**config.mk**
```make
export PLATFORM = sky130hd
export DESIGN_NAME = uart_tx_arbiter
export DESIGN_NICKNAME = d
export VERILOG_FILES = /design/src/rtl/uart_tx_arbiter.sv
export SDC_FILE = /design/constraint.sdc
export NUM_CORES = 1
export LEC_CHECK = 0
export ABC_AREA = 1
export BUFFER_PORTS_ARGS = -buffer_cell sky130_fd_sc_hd__buf_2
export CAP_MARGIN = 5
export CORE_MARGIN = 4
export CORE_UTILIZATION = 45
export DETAILED_ROUTE_END_ITERATION = 10
export PLACE_DENSITY = 0.72
export REMOVE_ABC_BUFFERS = 1
export SYNTH_ARGS = -nofsm -noshare
export SYNTH_HDL_FRONTEND = slang
export SYNTH_SLANG_ARGS = --single-unit
```
**constraint.sdc**
```tcl
create_clock -name clk -period 1.9 [get_ports clk]
set_input_delay 0.38 -clock clk [delete_from_list [all_inputs] [get_ports clk]]
set_output_delay 0.38 -clock clk [all_outputs]
set_load 0.02 [all_outputs]
```
**src/rtl/uart_tx_arbiter.sv**
```systemverilog
// uart_tx_arbiter: packet-locked round-robin arbiter that shares one UART
// transmitter between NUM_REQ byte-stream requesters. A granted requester
// keeps the transmitter until its byte marked last has been sent, or until
// it leaves valid low in HOLD for HOLD_TIMEOUT cycles.
module uart_tx_arbiter #(
  parameter int NUM_REQ      = 4,
  parameter int HOLD_TIMEOUT = 1024,
  localparam int GW          = $clog2(NUM_REQ)
) (
  input  logic                 clk,
  input  logic                 rst,
  input  logic [NUM_REQ-1:0]   req_valid,
  input  logic [8*NUM_REQ-1:0] req_data,
  input  logic [NUM_REQ-1:0]   req_last,
  output logic [NUM_REQ-1:0]   req_ready,
  output logic                 uart_start,
  output logic [7:0]           uart_data,
  input  logic                 uart_done,
  output logic                 busy,
  output logic [GW-1:0]        grant_id,
  output logic                 timeout_err
);

  // Hold timer only needs to count up to HOLD_TIMEOUT-1.
  localparam int TW = (HOLD_TIMEOUT > 1) ? $clog2(HOLD_TIMEOUT) : 1;
  localparam logic [TW-1:0] TO_LAST = TW'(HOLD_TIMEOUT - 1);

  typedef enum logic [1:0] {
    IDLE  = 2'd0,
    START = 2'd1,
    WAIT  = 2'd2,
    HOLD  = 2'd3
  } state_t;

  state_t          state_q, state_d;
  logic [GW-1:0]   owner_q, owner_d;
  logic [GW-1:0]   ptr_q, ptr_d;
  logic [7:0]      data_q, data_d;
  logic            last_q, last_d;
  logic [TW-1:0]   timer_q, timer_d;
  logic            timeout_q, timeout_d;
  logic            start_q;
  logic            busy_q;

  logic            win_found;
  logic [GW-1:0]   win_idx;
  logic [GW-1:0]   cand;
  logic [GW-1:0]   sel_idx;
  logic [7:0]      sel_data;

  // Round-robin winner: first valid requester searching upward from ptr+1.
  always_comb begin
    win_found = 1'b0;
    win_idx   = '0;
    cand      = '0;
    for (int k = 1; k <= NUM_REQ; k++) begin
      cand = GW'((int'(ptr_q) + k) % NUM_REQ);
      if (!win_found && req_valid[cand]) begin
        win_found = 1'b1;
        win_idx   = cand;
      end
    end
  end

  // Byte source: the locked owner in HOLD, otherwise the arbitration winner.
  assign sel_idx  = (state_q == HOLD) ? owner_q : win_idx;
  assign sel_data = req_data[{sel_idx, 3'b000} +: 8];

  // Combinational one-hot ready; held low while reset is asserted.
  always_comb begin
    req_ready = '0;
    if (!rst) begin
      if (state_q == IDLE && win_found) begin
        req_ready[win_idx] = 1'b1;
      end else if (state_q == HOLD) begin
        req_ready[owner_q] = 1'b1;
      end
    end
  end

  // Next-state logic: arbitration, byte latch, packet lock and hold timeout.
  always_comb begin
    state_d   = state_q;
    owner_d   = owner_q;
    ptr_d     = ptr_q;
    data_d    = data_q;
    last_d    = last_q;
    timer_d   = timer_q;
    timeout_d = 1'b0;
    unique case (state_q)
      IDLE: begin
        if (win_found) begin
          data_d  = sel_data;
          last_d  = req_last[win_idx];
          owner_d = win_idx;
          state_d = START;
        end
      end
      START: begin
        state_d = WAIT;
      end
      WAIT: begin
        if (uart_done) begin
          if (last_q) begin
            ptr_d   = owner_q;
            state_d = IDLE;
          end else begin
            timer_d = '0;
            state_d = HOLD;
          end
        end
      end
      HOLD: begin
        if (req_valid[owner_q]) begin
          data_d  = sel_data;
          last_d  = req_last[owner_q];
          timer_d = '0;
          state_d = START;
        end else if (timer_q == TO_LAST) begin
          timeout_d = 1'b1;
          ptr_d     = owner_q;
          state_d   = IDLE;
        end else begin
          timer_d = timer_q + 1'b1;
        end
      end
      default: state_d = IDLE;
    endcase
  end

  // State and registered outputs; reset parks in IDLE with requester 0 first.
  always_ff @(posedge clk) begin
    if (rst) begin
      state_q   <= IDLE;
      owner_q   <= '0;
      ptr_q     <= GW'(NUM_REQ - 1);
      data_q    <= '0;
      last_q    <= 1'b0;
      timer_q   <= '0;
      timeout_q <= 1'b0;
      start_q   <= 1'b0;
      busy_q    <= 1'b0;
    end else begin
      state_q   <= state_d;
      owner_q   <= owner_d;
      ptr_q     <= ptr_d;
      data_q    <= data_d;
      last_q    <= last_d;
      timer_q   <= timer_d;
      timeout_q <= timeout_d;
      start_q   <= (state_d == START);
      busy_q    <= (state_d != IDLE);
    end
  end

  assign uart_start  = start_q;
  assign uart_data   = data_q;
  assign busy        = busy_q;
  assign grant_id    = owner_q;
  assign timeout_err = timeout_q;

endmodule

```
## Word level (Yosys, flattened, before mapping)

Index checks and enable logic that the tools add are counted.

| operators by class | value |
|---|---|
| add/subtract/negate cells | 5 |
| order comparisons | 8 |
| equality and inequality tests | 13 |
| shift-type cells | 1 |
| muxes and demuxes | 53 |
| bitwise gates (word level) | 1 |
| reductions and logical operators | 18 |

Operator list:

| cell | number |
|---|---|
| two-way mux 10 bit | 4 |
| variable part select 32 x 6 -> 8 bit | 1 |
| two-way mux 2 bit | 14 |
| one-hot mux 10 bit (2 select lines) | 1 |
| < comparator 2 x 3 -> 1 bit, second input constant | 6 |
| two-way mux 1 bit | 16 |
| two-way mux 8 bit | 2 |
| one-hot mux 8 bit (2 select lines) | 1 |
| binary-select mux 1 bit (select 2 bit) | 7 |
| two-way mux 4 bit | 3 |
| adder 10 x 1 -> 10 bit, second input constant | 1 |
| equality test 10 bit, second input constant | 1 |
| != test 2 bit, second input constant | 5 |
| one-hot mux 2 bit (4 select lines) | 1 |
| logical AND 1 bit | 6 |
| nonzero test 2 bit | 3 |
| AND reduction 5 bit | 1 |
| adder 2 x 1 -> 2 bit, second input constant | 2 |
| adder 2 bit, second input constant | 2 |
| demux 1 bit (select 2 bit) | 2 |
| equality test 2 x 1 -> 1 bit, second input constant | 2 |
| equality test 2 bit, second input constant | 2 |
| >= comparator 2 x 1 -> 1 bit, second input constant | 2 |
| != test 2 x 1 -> 1 bit, second input constant | 2 |
| other kinds (10) | 12 |

| word-level totals | value |
|---|---|
| bits in registers | 28 |
| input port bits | 43 |
| output and inout bits | 17 |
| logic and storage cells | 108 |

## Logic depth before layout (Yosys ltp)

| depth | value |
|---|---|
| depth in word-level cells | 19 |
| depth in mapped cells | 18 |
| mapped depth without buffers | 16 |

## Least setup slack after synthesis

OpenSTA, ideal clock, no wires.

| path | value |
|---|---|
| kind | register -> output |
| start | reg ptr_q[0] |
| end | out req_ready[0] |
| arrival time | 1.948 ns |
| required time | 1.520 ns |
| path slack | -0.428 ns |
| stages on the path, launching flop included | 14 |
| buffers on the path | 1 |
| cell sequence | dfxtp_1 > buf_6 > inv_6 > nand2_2 > nand2_2 > nand2_1 > nand2_1 > nor2_4 > nand3_1 > nand2_1 > nand2_1 > inv_1 > nor2_1 > nor4_1 |

| on the way | value |
|---|---|
| cells in the longest elaborated chain, start to end | 19 |
| elaborated cells between the ends (all ways) | 34 |
| those cells by class | 4 x add/sub; 2 x order compare; 20 x mux; 8 x reduce/logical |

Ends and longest elaborated chain:

| item | RTL line | text |
|---|---|---|
| start: declaration | 37 | `logic [GW-1:0] ptr_q, ptr_d;` |
| start signal: assignment | 136 | `ptr_q <= GW'(NUM_REQ - 1);` |
| start signal: assignment | 146 | `ptr_q <= ptr_d;` |
| adder 2 x 1 -> 2 bit | 57 | `cand = GW'((int'(ptr_q) + k) % NUM_REQ);` |
| binary-select mux 1 bit (select 2 bit) | 58 | `if (!win_found && req_valid[cand]) begin` |
| two-way mux 1 bit (implied by the code) | 58 |  |
| two-way mux 1 bit | 58 |  |
| zero test 1 bit | 58 |  |
| logical AND 1 bit | 58 |  |
| two-way mux 1 bit | 58 |  |
| zero test 1 bit | 58 |  |
| [3 not listed] | n/a |  |
| logical AND 1 bit | 58 |  |
| two-way mux 2 bit | 58 |  |
| < comparator 2 x 3 -> 1 bit (implied by the code) or >= comparator 2 x 1 -> 1 bit (tied branches) | 74 | `req_ready[win_idx] = 1'b1;` |
| logical AND 1 bit (implied by the code) | 74 |  |
| two-way mux 1 bit (implied by the code) | 74 |  |
| demux 1 bit (select 2 bit) | 74 |  |
| two-way mux 4 bit * | 73 | `if (state_q == IDLE && win_found) begin` |
| two-way mux 4 bit * | 72 | `if (!rst) begin` |
| end: declaration | 15 | `output logic [NUM_REQ-1:0] req_ready,` |

Every way passes the cells marked *; elsewhere a longest branch is shown, timed or not. The select of a mux whose other input is x is not followed.

## Final worst setup path

| path | value |
|---|---|
| start | reg ptr_q[0] |
| end | out req_ready[1] |

Same word-level chain as after synthesis.

==> impl_results.md <==
* DIE HEIGHT at 77.5 µm
* Critical Path Source Type: register
* Least-Margin Pin Slew at 0.377 ns
* Hold depth at 2
* Clk sinks at 28
* Clk_skew at 0.00888 ns
* Post-DP HPWL at 4.55 mm
* Final setup vio count at 13
* Final critical-path share of the clock period at 1.29
* Max_cap viols at 0
* Filler cell count at 388
* Share of post-route cells with drive strength above 1 at 0.454
* Crit Reg-Reg Endpoint: uart_data[7]
* Slowest stage delay, CP at 0.41 ns
* Setup crit start: ptr_q[0]
* ANT nets after route at 0
* Initial DRC count at 153
* Synth top area share at 0.258
* Max clock buf depth at 2
* Worst r2r path cells at 21
* Tmin final at 2.45 ns
* Routed WL at 6.86 mm
* Final global-route overflow total at 0
* CTS Hold Bufs at 0
* Avg Inst Size Synth at 6.17 µm²
* Post-Syn Area at 2170 µm²
* Clk pin slew, worst setup/hold paths at 0.10 ns
* Die width at 77.5 µm
* Reg2reg setup slack at -0.44 ns
* Share of flip-flops with an asynchronous set or reset at 0
* Worst min path class: input port to register
* Post-Layout Cell Count at 517
* # DRC at 0
* Clock share of power at 0.087
* Largest net degree at the start of global routing at 17
* Reg power frac at 0.155
* Placeable Area at 4690 µm²
* Synth warn at 0
* DP Cell Count at 497
* Sequential cell area at 568 µm²
* Endpoints failing hold at 0
* First-pass GRT wire length at 10.9 mm
* Row count at 25
* Critical path class: register to output port
* Register bit total from synthesis at 28
* Worst hold start: rst
* Vias in the first global route at 2524
* Die area at 6010 µm²
* Slew margin rel. at 0.748
* Pint at 2.89 mW
* Top FF cell, synth: dfxtp_1
* Footprint of the multi-input gates at 1530 µm²
* Crit path max fanout at 7
* Initial core utilization at 0.463
* WL/cell at 13.3 µm
* Maximum clock rate at 407 MHz
* Post-route cell area at 3290 µm²
* GP Congestion at 0.918
* Combinational share of power at 0.758
* Fin nets at 508
* Final Max Tran Viols at 0
* Hold WS at 0.454 ns
* Worst VDD drop at 0.997 mV
* Setup TNS at -5.47 ns
* H-Tree Depth at 1
* Final WS setup at -0.554 ns
* Initial antenna violation count at 0
* Failing checks: setup timing
* CTS tree: built
* Synth area leader: dfxtp_1
* Number of synthesized flops with an enable pin at 0
* Worst Path Required at 1.52 ns
* Switching part of the total at 0.484
* Avg Vias per Cell at 5.10
* Distinct cell type count after synthesis at 33
* Syn Inst Count at 352
* Outcome: finished, violations left
* Clk_lat worst skew at 0.29 ns
* Ant diodes at 0
* Pre-antenna DRT Iters at 4
* Number of CTS-inserted buffers at 3
* PD cells at 1700 nW/µm²
* Hold Crit Endpoint: grant_id[0]
* Critical path endpoint category: output port
* RSZ-0062 raised after global routing: yes
* Synth-to-layout area growth at 51.2%
* Pleak at 1.74 nW
* Net switching power at 2.71 mW
* Largest cells by area after synthesis: dfxtp_1 (26%), nand3_1 (13%), nand2_1 (11%), inv_1 (10%), nand2_2 (7.2%)
* Worst EP arrival at 2.07 ns
* Sequential-to-total area share from yosys stat at 0.258
* Total track usage at 0.217
* Total number of vias at 2635
* Crit path cell chain: inv_6 > nand2_4 > nand2_2 > buf_4 > a31oi_2 > nand2_1 > nand2_2 > nand2_2 > inv_2 > buf_4 > nand2_1 > a21oi_2 > buf_4
* Clock Root Buffer: clkbuf_8
* I/O Pins at 60
* Cell Area, Placed at 2800 µm²
* Reg-to-Reg Start: ptr_q[1]
* Port bufs at 59
* CP max-delay cell: dfxtp_4
==> flip-flops by register name (all words and copies together) (netlist names) <==
name / flops
busy: 1
grant_id: 2
last_q: 1
ptr_q: 2
state_q: 2
timeout_err: 1
timer_q: 10
uart_data: 8
uart_start: 1
==> worst max-delay path by stage <==
stage,end,slack (ns),cells after the start
floorplan,req_ready[0],-0.54,12
global placement,req_ready[2],-0.28,15
detailed placement,req_ready[0],-0.35,13
CTS,req_ready[2],-0.51,15
global route,req_ready[1],-0.66,14
finish,req_ready[1],-0.55,13
==> layout make-up <==
type / instances / share of cell area
multi-input combinational: 247 / 0.465
timing repair buffer: 117 / 0.241
sequential: 28 / 0.173
inverter: 67 / 0.0788
tap: 54 / 0.0206
clock buffer: 3 / 0.0126
clock inverter: 1 / 0.00914
==> kinds of logic after synthesis <==
group,Yosys count,synth area share
compound gates,37,0.0927
xor+xnor,1,0.00403
fa+ha+maj,1,0.00576
buf+inv,78,0.157
flops,28,0.258
simple gates,207,0.482
==> cells in the final DEF (no fill, tap or decap), types with 2 or more instances in the layout <==
cell type	instances
dfxtp_2	3
inv_2	6
a21oi_2	3
nand3_1	40
clkbuf_8	3
nand3_4	5
nor2_2	2
o21ai_0	8
buf_4	53
o21ai_1	4
nor4_1	2
buf_6	7
nor3_1	8
nand2_2	29
nor2_1	31
nand3_2	14
nand2_8	3
nand4_1	3
nor2_4	3
a21oi_1	15
dfxtp_1	24
inv_1	59
buf_12	2
nand2_1	52
buf_2	55
nand2_4	12
==> synth_stat cells (3+ instances only) <==
| master | instances |
|---|---|
| o21ai_1 | 4 |
| inv_2 | 6 |
| nand4_1 | 3 |
| nand2_8 | 3 |
| inv_1 | 60 |
| a21oi_1 | 18 |
| nor2_1 | 35 |
| nand2_1 | 65 |
| dfxtp_1 | 28 |
| nor3_1 | 9 |
| buf_2 | 4 |
| nor4_1 | 3 |
| nand2_2 | 25 |
| nand3_1 | 56 |
| o21ai_0 | 8 |
==> critical path: cells and delay by family (launching register included) <==
kind            cells  cell delay (ns)
compound gates      2             0.35
simple gates        6             0.45
flops               1             0.41
buf+inv             5             0.57
==> layer usage <==
layer  vias to the layer above  track usage  share of wire
li1                       1340            -              -
met1                      1177        0.247           0.41
met2                        94        0.394           0.50
met3                        24       0.0360          0.056
met4                         0       0.0961          0.030
met5                         -            0              0
==> per-stage QoR <==
stage	setup WS (ns)	power [mW]	utilization
CTS	-0.511	5.25	0.666
global route	-0.661	6.01	0.701
finish	-0.554	5.59	0.701
global placement	-0.283	4.09	0.597
detailed placement	-0.349	4.13	0.597
floorplan	-0.535	2.85	-
==> timing repair <==
item                                   in CTS  in global routing
setup endpoints to repair                  14                 24
pin swaps                                  26                 23
setup buffers                              16                  4
cloned                                      0                  1
resized for setup                          43                 32
endpoints found under the hold margin       0                  0
==> power by group through the flow <==
| stage | clock (mW) | sequential, mW | combinational [mW] |
|---|---|---|---|
| CTS | 0.501 | 0.858 | 3.89 |
| detailed placement | 0 | 0.867 | 3.26 |
| global placement | 0 | 0.861 | 3.23 |
| global route | 0.519 | 0.885 | 4.61 |
| finish | 0.486 | 0.867 | 4.24 |
| floorplan | 0 | 1.01 | 1.84 |
(Power assumes the default switching activity.)
